File: src/rtl/mac_stream_pkg.sv
// rtl/mac_stream_pkg.sv - shared types and widths for the MAC stream driver
//
// Purpose: operand/accumulator widths, FSM state encoding and the
//          expected-result entry carried by the in-order result queue.
// Ports:   none (package).

package mac_stream_pkg;

  localparam int W_IN  = 8;   // signed operand width
  localparam int W_ACC = 16;  // signed accumulator/result width, wraps

  typedef enum logic [2:0] {
    IDLE,
    CLR,
    ISSUE,
    DRAIN,
    DONE
  } state_t;

  typedef struct packed {
    logic signed [W_ACC-1:0] f;
    logic                    ovf;
  } exp_entry_t;

endpackage

File: src/rtl/mac_stream_driver_sync_fifo.sv
// rtl/mac_stream_driver_sync_fifo.sv - show-ahead synchronous FIFO with flush
//
// Purpose: single-clock FIFO used for operand pairs and expected results.
//          Head entry is visible on o_head whenever o_count != 0.
// Ports:   clk, reset     clock, synchronous active-high reset
//          i_flush        drop all contents (dominates push/pop)
//          i_push         write i_push_data (ignored when full)
//          i_push_data    WIDTH-bit entry
//          i_pop          consume the head entry (ignored when empty)
//          o_head         current head entry
//          o_count        number of stored entries, 0..DEPTH

module sync_fifo #(
  parameter int WIDTH = 8,
  parameter int DEPTH = 4
) (
  input  logic                           clk,
  input  logic                           reset,
  input  logic                           i_flush,
  input  logic                           i_push,
  input  logic [WIDTH-1:0]               i_push_data,
  input  logic                           i_pop,
  output logic [WIDTH-1:0]               o_head,
  output logic [$clog2(DEPTH+1)-1:0]     o_count
);

  localparam int AW = (DEPTH > 1) ? $clog2(DEPTH) : 1;
  localparam int CW = $clog2(DEPTH+1);
  localparam logic [AW-1:0] LAST    = AW'(DEPTH - 1);
  localparam logic [CW-1:0] DEPTH_C = CW'(DEPTH);

  logic [WIDTH-1:0] r_mem [DEPTH];
  logic [AW-1:0]    r_wr_ptr;
  logic [AW-1:0]    r_rd_ptr;
  logic [CW-1:0]    r_count;

  logic w_do_push;
  logic w_do_pop;

  assign w_do_push = i_push && (r_count != DEPTH_C);
  assign w_do_pop  = i_pop && (r_count != '0);
  assign o_head    = r_mem[r_rd_ptr];
  assign o_count   = r_count;

  // Storage needs no reset: r_count alone decides what is valid.
  always_ff @(posedge clk) begin
    if (w_do_push && !i_flush) begin
      r_mem[r_wr_ptr] <= i_push_data;
    end
  end

  always_ff @(posedge clk) begin
    if (reset || i_flush) begin
      r_wr_ptr <= '0;
      r_rd_ptr <= '0;
      r_count  <= '0;
    end else begin
      if (w_do_push) begin
        r_wr_ptr <= (r_wr_ptr == LAST) ? '0 : r_wr_ptr + AW'(1);
      end
      if (w_do_pop) begin
        r_rd_ptr <= (r_rd_ptr == LAST) ? '0 : r_rd_ptr + AW'(1);
      end
      case ({w_do_push, w_do_pop})
        2'b10:   r_count <= r_count + CW'(1);
        2'b01:   r_count <= r_count - CW'(1);
        default: r_count <= r_count;
      endcase
    end
  end

endmodule

File: src/rtl/mac_stream_driver.sv
// rtl/mac_stream_driver.sv - MAC initiator with golden accumulator and in-order checker
//
// Purpose: buffers operand pairs, streams them into a MAC with a programmable
//          idle-slot pattern, predicts every result (wrapping sum plus sticky
//          overflow) and compares returned results strictly in order.
// Ports:   clk, reset                 clock, synchronous active-high reset
//          i_wr_en, i_wr_a, i_wr_b    operand pair load (IDLE/DONE only)
//          i_gap_mask                 bit i set -> issue slot i (mod 8) idles
//          i_start                    one-cycle run request
//          o_mac_reset                one-cycle MAC accumulator clear
//          o_a, o_b, o_valid_in       MAC operand stream
//          i_valid_out, i_f, i_overflow  MAC result stream
//          o_busy, o_done, o_pass, o_timeout   run status
//          o_load_drop                sticky: a write was refused
//          o_mismatch_count           saturating mismatch count
//          o_err_index                result index of first mismatch

module mac_stream_driver
  import mac_stream_pkg::*;
#(
  parameter int DEPTH   = 16,
  parameter int MAX_OUT = 4,
  parameter int TIMEOUT = 64
) (
  input  logic             clk,
  input  logic             reset,
  input  logic             i_wr_en,
  input  logic [W_IN-1:0]  i_wr_a,
  input  logic [W_IN-1:0]  i_wr_b,
  input  logic [7:0]       i_gap_mask,
  input  logic             i_start,
  output logic             o_mac_reset,
  output logic [W_IN-1:0]  o_a,
  output logic [W_IN-1:0]  o_b,
  output logic             o_valid_in,
  input  logic             i_valid_out,
  input  logic [W_ACC-1:0] i_f,
  input  logic             i_overflow,
  output logic             o_busy,
  output logic             o_done,
  output logic             o_pass,
  output logic             o_timeout,
  output logic             o_load_drop,
  output logic [7:0]       o_mismatch_count,
  output logic [7:0]       o_err_index
);

  localparam int OCW = $clog2(DEPTH+1);
  localparam int ECW = $clog2(MAX_OUT+1);
  localparam int TW  = $clog2(TIMEOUT+1);
  localparam logic [OCW-1:0] DEPTH_C   = OCW'(DEPTH);
  localparam logic [ECW-1:0] MAX_OUT_C = ECW'(MAX_OUT);
  localparam logic [TW-1:0]  TLIMIT    = TW'(TIMEOUT - 1);

  state_t                   r_state;
  logic                     r_mac_reset;
  logic [W_IN-1:0]          r_a;
  logic [W_IN-1:0]          r_b;
  logic                     r_valid_in;
  logic                     r_done;
  logic                     r_timeout;
  logic                     r_load_drop;
  logic [7:0]               r_mis;
  logic [7:0]               r_err_index;
  logic [7:0]               r_res_idx;
  logic [2:0]               r_gidx;
  logic [TW-1:0]            r_timer;
  logic signed [W_ACC-1:0]  r_exp_acc;
  logic                     r_exp_ovf;

  logic [2*W_IN-1:0]        w_op_head;
  logic [OCW-1:0]           w_op_count;
  logic [$bits(exp_entry_t)-1:0] w_exp_head_bits;
  exp_entry_t               w_exp_head;
  exp_entry_t               w_exp_in;
  logic [ECW-1:0]           w_exp_count;
  logic                     w_op_empty;
  logic                     w_exp_empty;
  logic                     w_wr_ok;
  logic                     w_checking;
  logic                     w_res_valid;
  logic                     w_exp_pop;
  logic                     w_mis;
  logic                     w_timer_clr;
  logic                     w_timeout_hit;
  logic                     w_issue;
  logic                     w_exp_flush;
  logic signed [2*W_IN-1:0] w_prod;
  logic signed [W_ACC-1:0]  w_p;
  logic signed [W_ACC-1:0]  w_s;
  logic                     w_ovf;

  assign w_op_empty  = (w_op_count == '0);
  assign w_exp_empty = (w_exp_count == '0);
  assign w_exp_head  = w_exp_head_bits;

  assign w_wr_ok = i_wr_en && (r_state == IDLE || r_state == DONE) &&
                   (w_op_count != DEPTH_C);

  // Result checking and the watchdog only run while results can be owed.
  assign w_checking    = (r_state == ISSUE) || (r_state == DRAIN);
  assign w_res_valid   = w_checking && i_valid_out;
  assign w_exp_pop     = w_res_valid && !w_exp_empty;
  assign w_mis         = w_res_valid && (w_exp_empty ||
                         (i_f != w_exp_head.f) || (i_overflow != w_exp_head.ovf));
  assign w_timer_clr   = i_valid_out || w_exp_empty;
  assign w_timeout_hit = w_checking && !w_timer_clr && (r_timer == TLIMIT);

  assign w_issue = (r_state == ISSUE) && !w_timeout_hit && !i_gap_mask[r_gidx] &&
                   (w_exp_count != MAX_OUT_C) && !w_op_empty;

  // Golden model of the MAC for the pair being issued this cycle.
  assign w_prod = $signed(w_op_head[2*W_IN-1:W_IN]) * $signed(w_op_head[W_IN-1:0]);
  assign w_p    = W_ACC'(w_prod);
  assign w_s    = r_exp_acc + w_p;
  assign w_ovf  = r_exp_ovf ||
                  ((w_p[W_ACC-1] == r_exp_acc[W_ACC-1]) && (w_s[W_ACC-1] != w_p[W_ACC-1]));

  assign w_exp_in.f   = w_s;
  assign w_exp_in.ovf = w_ovf;

  // An aborted run must leave nothing behind for the next one.
  assign w_exp_flush = w_timeout_hit || (r_state == CLR);

  sync_fifo #(
    .WIDTH (2*W_IN),
    .DEPTH (DEPTH)
  ) u_op_fifo (
    .clk         (clk),
    .reset       (reset),
    .i_flush     (w_timeout_hit),
    .i_push      (w_wr_ok),
    .i_push_data ({i_wr_a, i_wr_b}),
    .i_pop       (w_issue),
    .o_head      (w_op_head),
    .o_count     (w_op_count)
  );

  sync_fifo #(
    .WIDTH ($bits(exp_entry_t)),
    .DEPTH (MAX_OUT)
  ) u_exp_fifo (
    .clk         (clk),
    .reset       (reset),
    .i_flush     (w_exp_flush),
    .i_push      (w_issue),
    .i_push_data (w_exp_in),
    .i_pop       (w_exp_pop),
    .o_head      (w_exp_head_bits),
    .o_count     (w_exp_count)
  );

  always_ff @(posedge clk) begin
    if (reset) begin
      r_state     <= IDLE;
      r_mac_reset <= 1'b0;
      r_a         <= '0;
      r_b         <= '0;
      r_valid_in  <= 1'b0;
      r_done      <= 1'b0;
      r_timeout   <= 1'b0;
      r_load_drop <= 1'b0;
      r_mis       <= '0;
      r_err_index <= '0;
      r_res_idx   <= '0;
      r_gidx      <= '0;
      r_timer     <= '0;
      r_exp_acc   <= '0;
      r_exp_ovf   <= 1'b0;
    end else begin
      r_mac_reset <= 1'b0;
      r_valid_in  <= 1'b0;
      r_a         <= '0;
      r_b         <= '0;

      if (i_wr_en && !w_wr_ok) begin
        r_load_drop <= 1'b1;
      end

      r_timer <= (!w_checking || w_timer_clr) ? '0 : r_timer + TW'(1);

      if (w_res_valid) begin
        r_res_idx <= r_res_idx + 8'd1;
        if (w_mis) begin
          if (r_mis == '0) begin
            r_err_index <= r_res_idx;
          end
          if (r_mis != 8'hFF) begin
            r_mis <= r_mis + 8'd1;
          end
        end
      end

      case (r_state)
        IDLE, DONE: begin
          if (i_start) begin
            r_state     <= CLR;
            r_mac_reset <= 1'b1;
            r_done      <= 1'b0;
            r_timeout   <= 1'b0;
            r_mis       <= '0;
            r_err_index <= '0;
            r_res_idx   <= '0;
          end
        end
        CLR: begin
          r_exp_acc <= '0;
          r_exp_ovf <= 1'b0;
          r_gidx    <= '0;
          if (w_op_empty) begin
            r_state <= DONE;
            r_done  <= 1'b1;
          end else begin
            r_state <= ISSUE;
          end
        end
        ISSUE: begin
          // Slot index advances on stalled and idle slots as well.
          r_gidx <= r_gidx + 3'd1;
          if (w_timeout_hit) begin
            r_state   <= DONE;
            r_done    <= 1'b1;
            r_timeout <= 1'b1;
          end else if (w_issue) begin
            r_valid_in <= 1'b1;
            r_a        <= w_op_head[2*W_IN-1:W_IN];
            r_b        <= w_op_head[W_IN-1:0];
            r_exp_acc  <= w_s;
            r_exp_ovf  <= w_ovf;
            if (w_op_count == OCW'(1)) begin
              r_state <= DRAIN;
            end
          end
        end
        DRAIN: begin
          if (w_timeout_hit) begin
            r_state   <= DONE;
            r_done    <= 1'b1;
            r_timeout <= 1'b1;
          end else if (w_exp_empty) begin
            r_state <= DONE;
            r_done  <= 1'b1;
          end
        end
        default: r_state <= IDLE;
      endcase
    end
  end

  assign o_mac_reset      = r_mac_reset;
  assign o_a              = r_a;
  assign o_b              = r_b;
  assign o_valid_in       = r_valid_in;
  assign o_busy           = (r_state == CLR) || (r_state == ISSUE) || (r_state == DRAIN);
  assign o_done           = r_done;
  assign o_pass           = r_done && (r_mis == '0) && !r_timeout;
  assign o_timeout        = r_timeout;
  assign o_load_drop      = r_load_drop;
  assign o_mismatch_count = r_mis;
  assign o_err_index      = r_err_index;

endmodule

File: config.mk
export PLATFORM = sky130hd
export DESIGN_NAME = mac_stream_driver
export DESIGN_NICKNAME = d
export VERILOG_FILES = /design/src/rtl/mac_stream_pkg.sv /design/src/rtl/mac_stream_driver_sync_fifo.sv /design/src/rtl/mac_stream_driver.sv
export SDC_FILE = /design/constraint.sdc
export NUM_CORES = 1
export LEC_CHECK = 0
export CAP_MARGIN = 20
export CORE_UTILIZATION = 25
export CTS_BUF_LIST = sky130_fd_sc_hd__clkbuf_8
export CTS_CLUSTER_SIZE = 25
export DETAILED_ROUTE_END_ITERATION = 12
export MAX_ROUTING_LAYER = met4
export PLACE_DENSITY = 0.4
export SLEW_MARGIN = 20
export SYNTH_ARGS = -nofsm -noshare
export SYNTH_HDL_FRONTEND = slang
export SYNTH_SLANG_ARGS = --single-unit
File: constraint.sdc
create_clock -name clk -period 9.3 [get_ports clk]
set_input_delay 0.93 -clock clk [delete_from_list [all_inputs] [get_ports clk]]
set_output_delay 0.93 -clock clk [all_outputs]
set_load 0.005 [all_outputs]
==> flow_metrics.tcl <==
set metrics [dict create \
    clock-skew-final_ps 39.8 \
    drc 0 \
    netlist.area_leader.share 0.494 \
    min-delay-path-class "register to register" \
    place_hpwl_mm 30.0 \
    async_flop_share 0 \
    achievable-frequency_mhz 132 \
    max_cap_violations 0 \
    area.growth.synth_to_final_pct 18.5 \
    slew-limit-headroom 0.345 \
    synth.yosys.seq_area_share 0.597 \
    tritoncts "yes" \
    synthesis.nets 1502 \
    gr_util_all_layers 0.127 \
    timing.final.max_slew_violations 0 \
    finalSetupViolations 0 \
    clockRootBuffer "sky130_fd_sc_hd__clkbuf_8" \
    layout_min_cycle_time_ps 7600 \
    post_drt_via_cell_ratio 4.29 \
    drive_above_1_share 0.161 \
    postCtsResizedCells 0 \
    clockBufferDepth 3 \
    worstMarginPinSlew_ps 982 \
    clk_transition_reported_paths_ps 60 \
    die_width_um 283 \
    h-tree-depth 3 \
    placement.cell_area_mm2 0.0219 \
    route.vias.total 11000 \
    post_synth_main_area_contributors "sky130_fd_sc_hd__edfxtp_1 49%, sky130_fd_sc_hd__mux4_2 11%, sky130_fd_sc_hd__dfxtp_1 10%, sky130_fd_sc_hd__fa_1 5.8%, sky130_fd_sc_hd__ha_1 4.1%" \
    worst_slack_ps 1700 \
    crit_type "register to register" \
    final-hold-violation-count 0 \
    final_design_area_no_fill_mm2 0.0233 \
    worst_path_cell_chain "buf_12 > mux4_2 > mux4_2 > and2_1 > ha_1 > fa_1 > ha_1 > inv_1 > fa_1 > inv_1 > ha_1 > fa_1 > a21o_1 > a21oi_1 > xnor2_1 > ha_1 > or4_1 > or3_1 > nand3_1 > o211ai_1 > a21oi_1 > mux2i_1 > a211oi_1" \
    preCtsSetupSlack_ps 1610 \
    p_per_area_mw_per_mm2 321 \
    worstSetupStartpointType "register" \
    period_utilization 0.818 \
    layout.cells.most_common "sky130_fd_sc_hd__edfxtp_1" \
    postCtsSetupBuffers 0 \
    grt_pass1_vias 11800 \
    vdd.ir_drop.worst_v 0.000332 \
    cts_hold_buf 0 \
    finalWirelength_mm 48.2 \
    rows 102 \
    core-area_mm2 0.0777 \
    number_of_enable_flip_flop_cells_after_synthesis 324 \
    synthesis.yosys.warnings 0 \
    die_height_um 283 \
    synth-main-ff-cell "sky130_fd_sc_hd__edfxtp_1" \
    arrival_ps 8160 \
    antenna_violations_before_repair 2 \
    clk-insertion-delay-late_ps 680 \
    antenna_left 0 \
    grt_start_max_net_pins 65 \
    run_status "finished, final reports clean" \
    worst-endpoint-required_ps 9860 \
    worst_setup_end_kind "register" \
    syn-cell-area_mm2 0.0197 \
    layout.filler_cells 7816 \
    initial_utilization 0.253 \
    dieArea_mm2 0.0799 \
    mostFrequentLayoutCells "324 x sky130_fd_sc_hd__edfxtp_1, 123 x sky130_fd_sc_hd__inv_1, 99 x sky130_fd_sc_hd__dfxtp_1" \
    place.gp.congestion 0.782 \
    cp_dominant_cell_by_count "sky130_fd_sc_hd__ha_1" \
    route.detailed.wl_per_inst_um 18.8 \
    detailedRoute.firstIterationViolations 535 \
    num-nets-final 1636 \
    setup_tns_ps 0 \
    rsz0062_at_grt "no" \
    worst_hold_slack_ps 451 \
    crit_slowest_cell "sky130_fd_sc_hd__dfxtp_4" \
    grt_overflow 0 \
    synth_top_cell_by_area "sky130_fd_sc_hd__edfxtp_1" \
    port_buffers 84 \
    cts_num_sinks 425 \
    first_pass_iteration_count_of_the_detailed_router 5 \
    leakagePower_nw 7.91 \
    critical_path.max_stage_delay_ps 700 \
    grt_pass1_wl_mm 72.7 \
    cp_max_fo 41 \
    cts_made_buffers 78 \
    synthDistinctLibCells 62 \
    synthesis.area_per_instance_um2 14.7 \
    syn_inst 1335 \
    ioPinCount 85 \
    post-layout-total-power_mw 7.49 \
    number_of_synthesized_register_bits 425 \
    timing.reg2reg.setup_slack_ps 1700 \
]
-- state kept, by name, indices dropped and copies added (netlist names), 2 cells and up, named ones only --
signal and count:
u_op_fifo.r_mem 256, u_exp_fifo.r_mem 68, r_exp_acc 16, o_a 8, o_b 8, o_err_index 8
o_mismatch_count 8, r_res_idx 8, r_timer 7, u_op_fifo.o_count 5, u_op_fifo.r_rd_ptr 4, u_op_fifo.r_wr_ptr 4
r_gidx 3, r_state 3, u_exp_fifo.o_count 3, u_exp_fifo.r_rd_ptr 2, u_exp_fifo.r_wr_ptr 2
-- routing by layer --
metal / part of all wire / vias to the layer above / track usage / wire length [um]
li1: - / 5168 / - / -
met1: 0.44 / 5607 / 0.149 / 21000
met2: 0.51 / 193 / 0.216 / 24500
met3: 0.038 / 62 / 0.0274 / 1850
met4: 0.017 / 0 / 0.0356 / 801
met5: 0 / - / - / 0
-- path summary, 6_finish.rpt --
kind / startpoint / cells after the start / endpoint
worst max-delay path: register / 23 / r_exp_ovf
worst min-delay path: r_timer[0] / 1 / r_timer[0]
worst max register to register: register / 23 / r_exp_ovf
worst min register to register: r_timer[0] / 1 / r_timer[0]
-- cell type report --
class | count | area [um^2] | area share
tap | 1040 | 1300 | 0.0558
multi-input combinational | 766 | 7460 | 0.320
clock buffer | 81 | 1110 | 0.0478
clock inverter | 58 | 357 | 0.0153
antenna | 2 | 5.00 | 0.000214
inverter | 100 | 375 | 0.0161
timing repair buffer | 98 | 971 | 0.0416
sequential | 425 | 11800 | 0.504
-- critical path, delay by kind of cell (launching register included) --
family	cells	cell delay [ps]
adder cells (fa/ha/maj)	7	2430
multiplexers	3	1350
AND/OR/NAND/NOR	4	1280
AO/OA/AOI/OAI	5	1120
flip-flops	1	700
buffers and inverters	3	480
XOR/XNOR	1	100
-- report_power, final --
| part | internal, mW | switching (mW) | total [mW] |
|---|---|---|---|
| combinational | 1.26 | 2.00 | 3.26 |
| sequential | 2.50 | 0.0253 | 2.53 |
| clock | 0.878 | 0.824 | 1.70 |
| total | 4.64 | 2.85 | 7.49 |
-- metrics by stage --
stage | std cells | utilization
2_1_floorplan | 1335 | -
3_3_place_gp | 2429 | 0.281
3_5_place_dp | 2429 | 0.281
4_1_cts | 2568 | 0.300
5_1_grt | 2570 | 0.300
6_report | 2570 | 0.300
-- synth_stat cells (6+ instances only) --
| library cell | count |
|---|---|
| sky130_fd_sc_hd__nor2b_1 | 7 |
| sky130_fd_sc_hd__edfxtp_1 | 324 |
| sky130_fd_sc_hd__xor2_1 | 27 |
| sky130_fd_sc_hd__inv_1 | 99 |
| sky130_fd_sc_hd__nor3_1 | 23 |
| sky130_fd_sc_hd__nand2b_1 | 6 |
| sky130_fd_sc_hd__ha_1 | 64 |
| sky130_fd_sc_hd__nand4_1 | 7 |
| sky130_fd_sc_hd__fa_1 | 57 |
| sky130_fd_sc_hd__nand2_1 | 75 |
| sky130_fd_sc_hd__o21ai_0 | 18 |
| sky130_fd_sc_hd__o21bai_1 | 6 |
| sky130_fd_sc_hd__nor2_1 | 89 |
| sky130_fd_sc_hd__and3_1 | 9 |
| sky130_fd_sc_hd__nand3_1 | 38 |
| sky130_fd_sc_hd__xnor2_1 | 46 |
| sky130_fd_sc_hd__a21oi_1 | 51 |
| sky130_fd_sc_hd__o21ai_2 | 8 |
| sky130_fd_sc_hd__buf_2 | 10 |
| sky130_fd_sc_hd__mux4_2 | 97 |
| sky130_fd_sc_hd__or3_1 | 9 |
| sky130_fd_sc_hd__and2_1 | 64 |
| sky130_fd_sc_hd__clkbuf_1 | 27 |
| sky130_fd_sc_hd__mux2i_1 | 7 |
| sky130_fd_sc_hd__dfxtp_1 | 101 |
-- logic make-up (layout without fill, tap and decap cells) --
family | Yosys count | in the layout | share of synthesized area
DFF | 425 | 425 | 0.597
and+or+nand+nor | 349 | 349 | 0.0887
buffers and inverters | 144 | 337 | 0.0301
adders and majority gates | 121 | 121 | 0.0986
AOI/OAI and AO/OA | 117 | 117 | 0.0369
muxes | 106 | 106 | 0.116
xor gates and xnor gates | 73 | 73 | 0.0325
other | 0 | 2 | 0
(Power assumes the default switching activity.)
==> patch 1, RTL diff (same settings) <==
Register the outputs `o_busy` and `o_pass`; this adds one clock of latency there. The other outputs are not delayed to match.
--- a/src/rtl/mac_stream_driver.sv
+++ b/src/rtl/mac_stream_driver.sv
@@ -251,9 +251,11 @@
   assign o_a              = r_a;
   assign o_b              = r_b;
   assign o_valid_in       = r_valid_in;
-  assign o_busy           = (r_state == CLR) || (r_state == ISSUE) || (r_state == DRAIN);
   assign o_done           = r_done;
-  assign o_pass           = r_done && (r_mis == '0) && !r_timeout;
+  always_ff @(posedge clk) begin
+    o_busy <= (r_state == CLR) || (r_state == ISSUE) || (r_state == DRAIN);
+    o_pass <= r_done && (r_mis == '0) && !r_timeout;
+  end
   assign o_timeout        = r_timeout;
   assign o_load_drop      = r_load_drop;
   assign o_mismatch_count = r_mis;
Function: changed (Yosys sat finds a counterexample within 4 cycles, from zero or initial values and one cycle with reset high).
==> patch 1 against the original RTL <==
- clock skew increased by 0.022 ns
- first-iteration DRC count decreased by 3.4%
- total power increased by 2.3%
- wire length increased by 0.41%
- non-clock buffer count increased by 1
- sequential cell count increased by 2
- final area increased by 0.80%
- worst setup slack improved by 0.077 ns
- sequential share of layout area decreased by 0.23 points
- synthesized cell count increased by 0.15%
- synthesized area increased by 0.20%
- cell count increased by 0.31%
- highest routed layer unchanged
- critical path depth decreased by 1
==> patch 1: results (changes against the original RTL) <==
clk tree area frac=0.0691 (was 0.0630); number of global-route vias before repair=11772 (was 11783); sequential area share after synthesis=0.598 (was 0.597); Reg2Reg Depth=22 (was 23); routed len/inst=18.8 um (about the same); Pleak=8.00 nW (was 7.91 nW); fin cells=2578 (was 2570); Initial DRT Pass Iterations=4 (was 5); Layout Nets=1641 (was 1636); Final Skew=0.0614 ns (was 0.0398 ns); synthesized flop and latch total=427 (was 425); largest net degree at the start of global routing=59 (was 65); non-clk buf share=0.0411 (was 0.0416); Non-clk bufs=99 (was 98); first-pass GRT wire length=73.9 mm (was 72.7 mm); CP delay by family, top=adder cells (unchanged); Commonest cells post-synth=edfxtp_1, dfxtp_1, inv_1 (unchanged); Via density=4.28 (was 4.29); Seq area share=0.501 (was 0.504); Max Fanout on Critical Path=25 (was 41); Routed met3 length=1.83 mm (was 1.85 mm); GR met1 Demand/Resource=0.154 (was 0.149); Mapped Area=0.0197 sq mm (about the same); WP data arrival=8.10 ns (was 8.16 ns); placed cells=2432 (was 2429); grt met2 use=0.209 (was 0.216); worst hold slack=0.450 ns (was 0.451 ns); Final GP Congestion=0.730 (was 0.782); Most used DFF post-synth=edfxtp_1 (unchanged); Syn Nets=1504 (was 1502); multi-input logic area=0.00745 sq mm (was 0.00746 sq mm); Min-Delay Startpoint=r_timer[0] (unchanged); gr usage total=0.126 (was 0.127); Worst path max stage delay=0.74 ns (was 0.70 ns); Reg area=0.0118 sq mm (about the same); Cells after Synth=1337 (was 1335); share of cells above drive strength 1=0.165 (was 0.161); Synth area leaders=edfxtp_1, mux4_2, dfxtp_1, fa_1, ha_1 (unchanged); slew margin rel.=0.316 (was 0.345); worst slack, placed=1.70 ns (was 1.61 ns); CTS buffer count=80 (was 78); Crit-path slowest cell=dfxtp_2 (was dfxtp_4); R2R Setup Slk=1.77 ns (was 1.70 ns); peak supply drop=230 uV (was 332 uV); WL met1=21.7 mm (was 21.0 mm); met2 wire length=23.9 mm (was 24.5 mm); HPWL Detailed=30.5 mm (was 30.0 mm); outcome=finished, final reports clean (unchanged); Iteration-0 DRC Markers=517 (was 535); Filler Cell Count=7801 (was 7816); M3 GR Usage=0.0252 (was 0.0274); clock buffers=83 (was 81); Post-DP Area=0.0219 sq mm (about the same)
[patch 1: logic make-up after synthesis]
| family | after synthesis | synth area share |
|---|---|---|
| xor gates and xnor gates | 73 | 0.0324 |
| and+or+nand+nor | 349 | 0.0885 |
| buffers and inverters | 144 | 0.0300 |
| adders and majority gates | 121 | 0.0984 |
| DFF | 427 | 0.598 |
| AOI/OAI and AO/OA | 117 | 0.0368 |
| muxes | 106 | 0.116 |
[patch 1: how the worst max path moves through the flow]
stage                        start       endpoint  slack [ns]  cells after the start
after detailed placement  register  r_exp_acc[14]        1.70                     24
after floorplan           register  r_exp_acc[15]        2.24                     23
after global placement    register  r_exp_acc[14]        1.68                     24
after global routing      register      r_exp_ovf        1.38                     25
after CTS                 register  r_exp_acc[14]        1.72                     24
final                     register      r_exp_ovf        1.77                     22
[patch 1: power breakdown]
part	total, mW	switching [mW]	internal [mW]
Sequential	2.53	0.0231	2.51
Clock	1.87	0.839	1.03
Combinational	3.25	2.00	1.25
==> patch 2, RTL diff (same flow settings) <==
Made on the original files. Change the parameter `DEPTH` from 16 to 32.
--- a/src/rtl/mac_stream_driver.sv
+++ b/src/rtl/mac_stream_driver.sv
@@ -18,7 +18,7 @@
 module mac_stream_driver
   import mac_stream_pkg::*;
 #(
-  parameter int DEPTH   = 16,
+  parameter int DEPTH   = 32,
   parameter int MAX_OUT = 4,
   parameter int TIMEOUT = 64
 ) (
Formal check against the unedited RTL: same outputs for any inputs over 4 cycles, from zero or initial values and one cycle with reset high; that may be too few to reach the edited logic, so the function may still have changed.
==> patch 2 against the original RTL <==
- hold slack worse by 0.0035 ns
- largest power group is now sequential cells
- worst setup slack got worse by 0.64 ns
- critical path depth grew 3
- wire length is 61% higher
- sequential cell count grew 260
- via count increased by 43%
- global-route usage increased by 0.81 points
- total power up 11%
- clock skew rose by 0.048 ns
- synthesized area rose by 50%
- fmax shrank 7.7%
- final area is 49% higher
- combinational power fell by 34%
- count of clock-buffer cells in the layout grew 44
==> patch 2: results (changes against the original RTL) <==
Top Registers=u_op_fifo.r_mem x512, u_exp_fifo.r_mem x68, r_exp_acc x16 (was u_op_fifo.r_mem x256, u_exp_fifo.r_mem x68, r_exp_acc x16); slew margin rel.=0.295 (was 0.345); CP delay by family, top=adder cells (unchanged); Async S/R FF share, synth=0 (unchanged); PortBufs=84 (unchanged); Max Buffers Root-to-Sink=3 (unchanged); placed cells=3327 (was 2429); final wirelength=77.6 mm (was 48.2 mm); Iteration-0 DRC Markers=964 (was 535); sequential area share after synthesis=0.660 (was 0.597); Synth area leaders=edfxtp_1, mux4_2, dfxtp_1, fa_1, ha_1 (unchanged); gr usage total=0.135 (was 0.127); Hold-fix buffers, CTS=0 (unchanged); worst slack, placed=0.996 ns (was 1.61 ns); Crit-path slowest cell=dfxtp_4 (unchanged); post-cts sizing count=0 (unchanged); number of global-route vias before repair=17094 (was 11783); Final Skew=0.0878 ns (was 0.0398 ns); initial antenna violation count=3 (was 2); Syn Nets=1916 (was 1502); outcome=finished, final reports clean (unchanged); clock root buffer=clkbuf_8 (unchanged); routed len/inst=21.9 um (was 18.8 um); Layout Nets=2093 (was 1636); Yosys cell types=68 (was 62); Post-synth EDFFs=580 (was 324); Initial DRT Pass Iterations=6 (was 5); Worst R2R End=u_exp_fifo.r_mem[2][16] (was r_exp_ovf); HPWL Detailed=47.2 mm (was 30.0 mm); Final Slew Violations=0 (unchanged); Worst path max stage delay=0.62 ns (was 0.70 ns); Via density=4.43 (was 4.29); clock slew at reported path FFs=0.06 ns (about the same); Reg2Reg Depth=26 (was 23); total setup buffers inserted after CTS=0 (unchanged); peak supply drop=180 uV (was 332 uV); largest net degree at the start of global routing=36 (was 65); Commonest cells post-synth=edfxtp_1, mux4_2, nor2_1 (was edfxtp_1, dfxtp_1, inv_1); Pleak=11.3 nW (was 7.91 nW); Final Setup Violations=0 (unchanged); Filler Cell Count=11547 (was 7816); first-pass GRT wire length=115 mm (was 72.7 mm); R2R Setup Slk=1.06 ns (was 1.70 ns); Max Fanout on Critical Path=35 (was 41); Yosys warning total=0 (unchanged); worst skew pair latency=0.79 ns (was 0.68 ns); WP data arrival=8.86 ns (was 8.16 ns); H-tree levels=3 (unchanged); Cells after Synth=1747 (was 1335); critical path class=register to register (unchanged); CTS buffer count=118 (was 78); Final GP Congestion=0.753 (was 0.782); share of cells above drive strength 1=0.216 (was 0.161); highest clock rate=121 MHz (was 132 MHz)
## patch 2: layout make-up
class | instances | area share
Inverter | 114 | 0.0123
Multi-Input combinational cell | 880 | 0.276
Timing Repair Buffer | 125 | 0.0333
Clock buffer | 125 | 0.0494
Antenna cell | 3 | 0.000216
Sequential cell | 685 | 0.561
Clock inverter | 93 | 0.0134
Tap cell | 1524 | 0.0547
## patch 2: kinds of logic (layout without fill, tap and decap cells)
family          after synthesis  after routing  share of synthesized area
buf+inv                     182            457                     0.0237
fa+ha+maj                   123            123                     0.0665
xor+xnor                     63             63                     0.0191
simple gates                368            368                     0.0592
other cells                   0              3                          0
flops                       685            685                      0.660
mux                         207            207                      0.146
compound gates              119            119                     0.0260
## patch 2: how the worst min path moves through the flow
stage               depth (start not counted)  slack [ns]         end                   from
floorplan                                   1        0.42  r_timer[0]             r_timer[0]
global placement                            1        0.43  r_timer[0]             r_timer[0]
detailed placement                          1        0.44  r_timer[0]             r_timer[0]
CTS                                         1        0.45  r_timer[0]             r_timer[0]
global route                                2        0.49    register  u_op_fifo.r_rd_ptr[4]
finish                                      1        0.45  r_timer[0]             r_timer[0]
## patch 2: layer usage
| metal | GRT usage | wire length, um | up-vias |
|---|---|---|---|
| met1 | 0.169 | 34400 | 8210 |
| met4 | 0.0405 | 1760 | 0 |
| met3 | 0.0222 | 3010 | 129 |
| met5 | - | 0 | - |
| met2 | 0.222 | 38400 | 304 |
| li1 | - | - | 7090 |
## patch 2: stage by stage
| step | instance area (sq um) | util |
|---|---|---|
| finish | 34800 | 0.298 |
| global route | 34800 | 0.298 |
| CTS | 34900 | 0.298 |
| detailed placement | 32700 | 0.280 |
| global placement | 32700 | 0.280 |
| floorplan | 29600 | - |
## patch 2: worst register-to-register path, delay by kind of cell, from the launching register on
family                     cells  cell delay [ns]
DFF                            1             0.62
muxes                          3             1.37
xor gates and xnor gates       1             0.40
buffers and inverters          7             1.15
adders and majority gates      6             2.59
and+or+nand+nor                2             0.31
AOI/OAI and AO/OA              7             1.64
## patch 2: report_power, final
group,internal (mW),switching (mW),leakage [nW]
registers,3.61,0.0116,6.07
logic,0.807,1.36,3.97
clock network,1.28,1.29,1.27
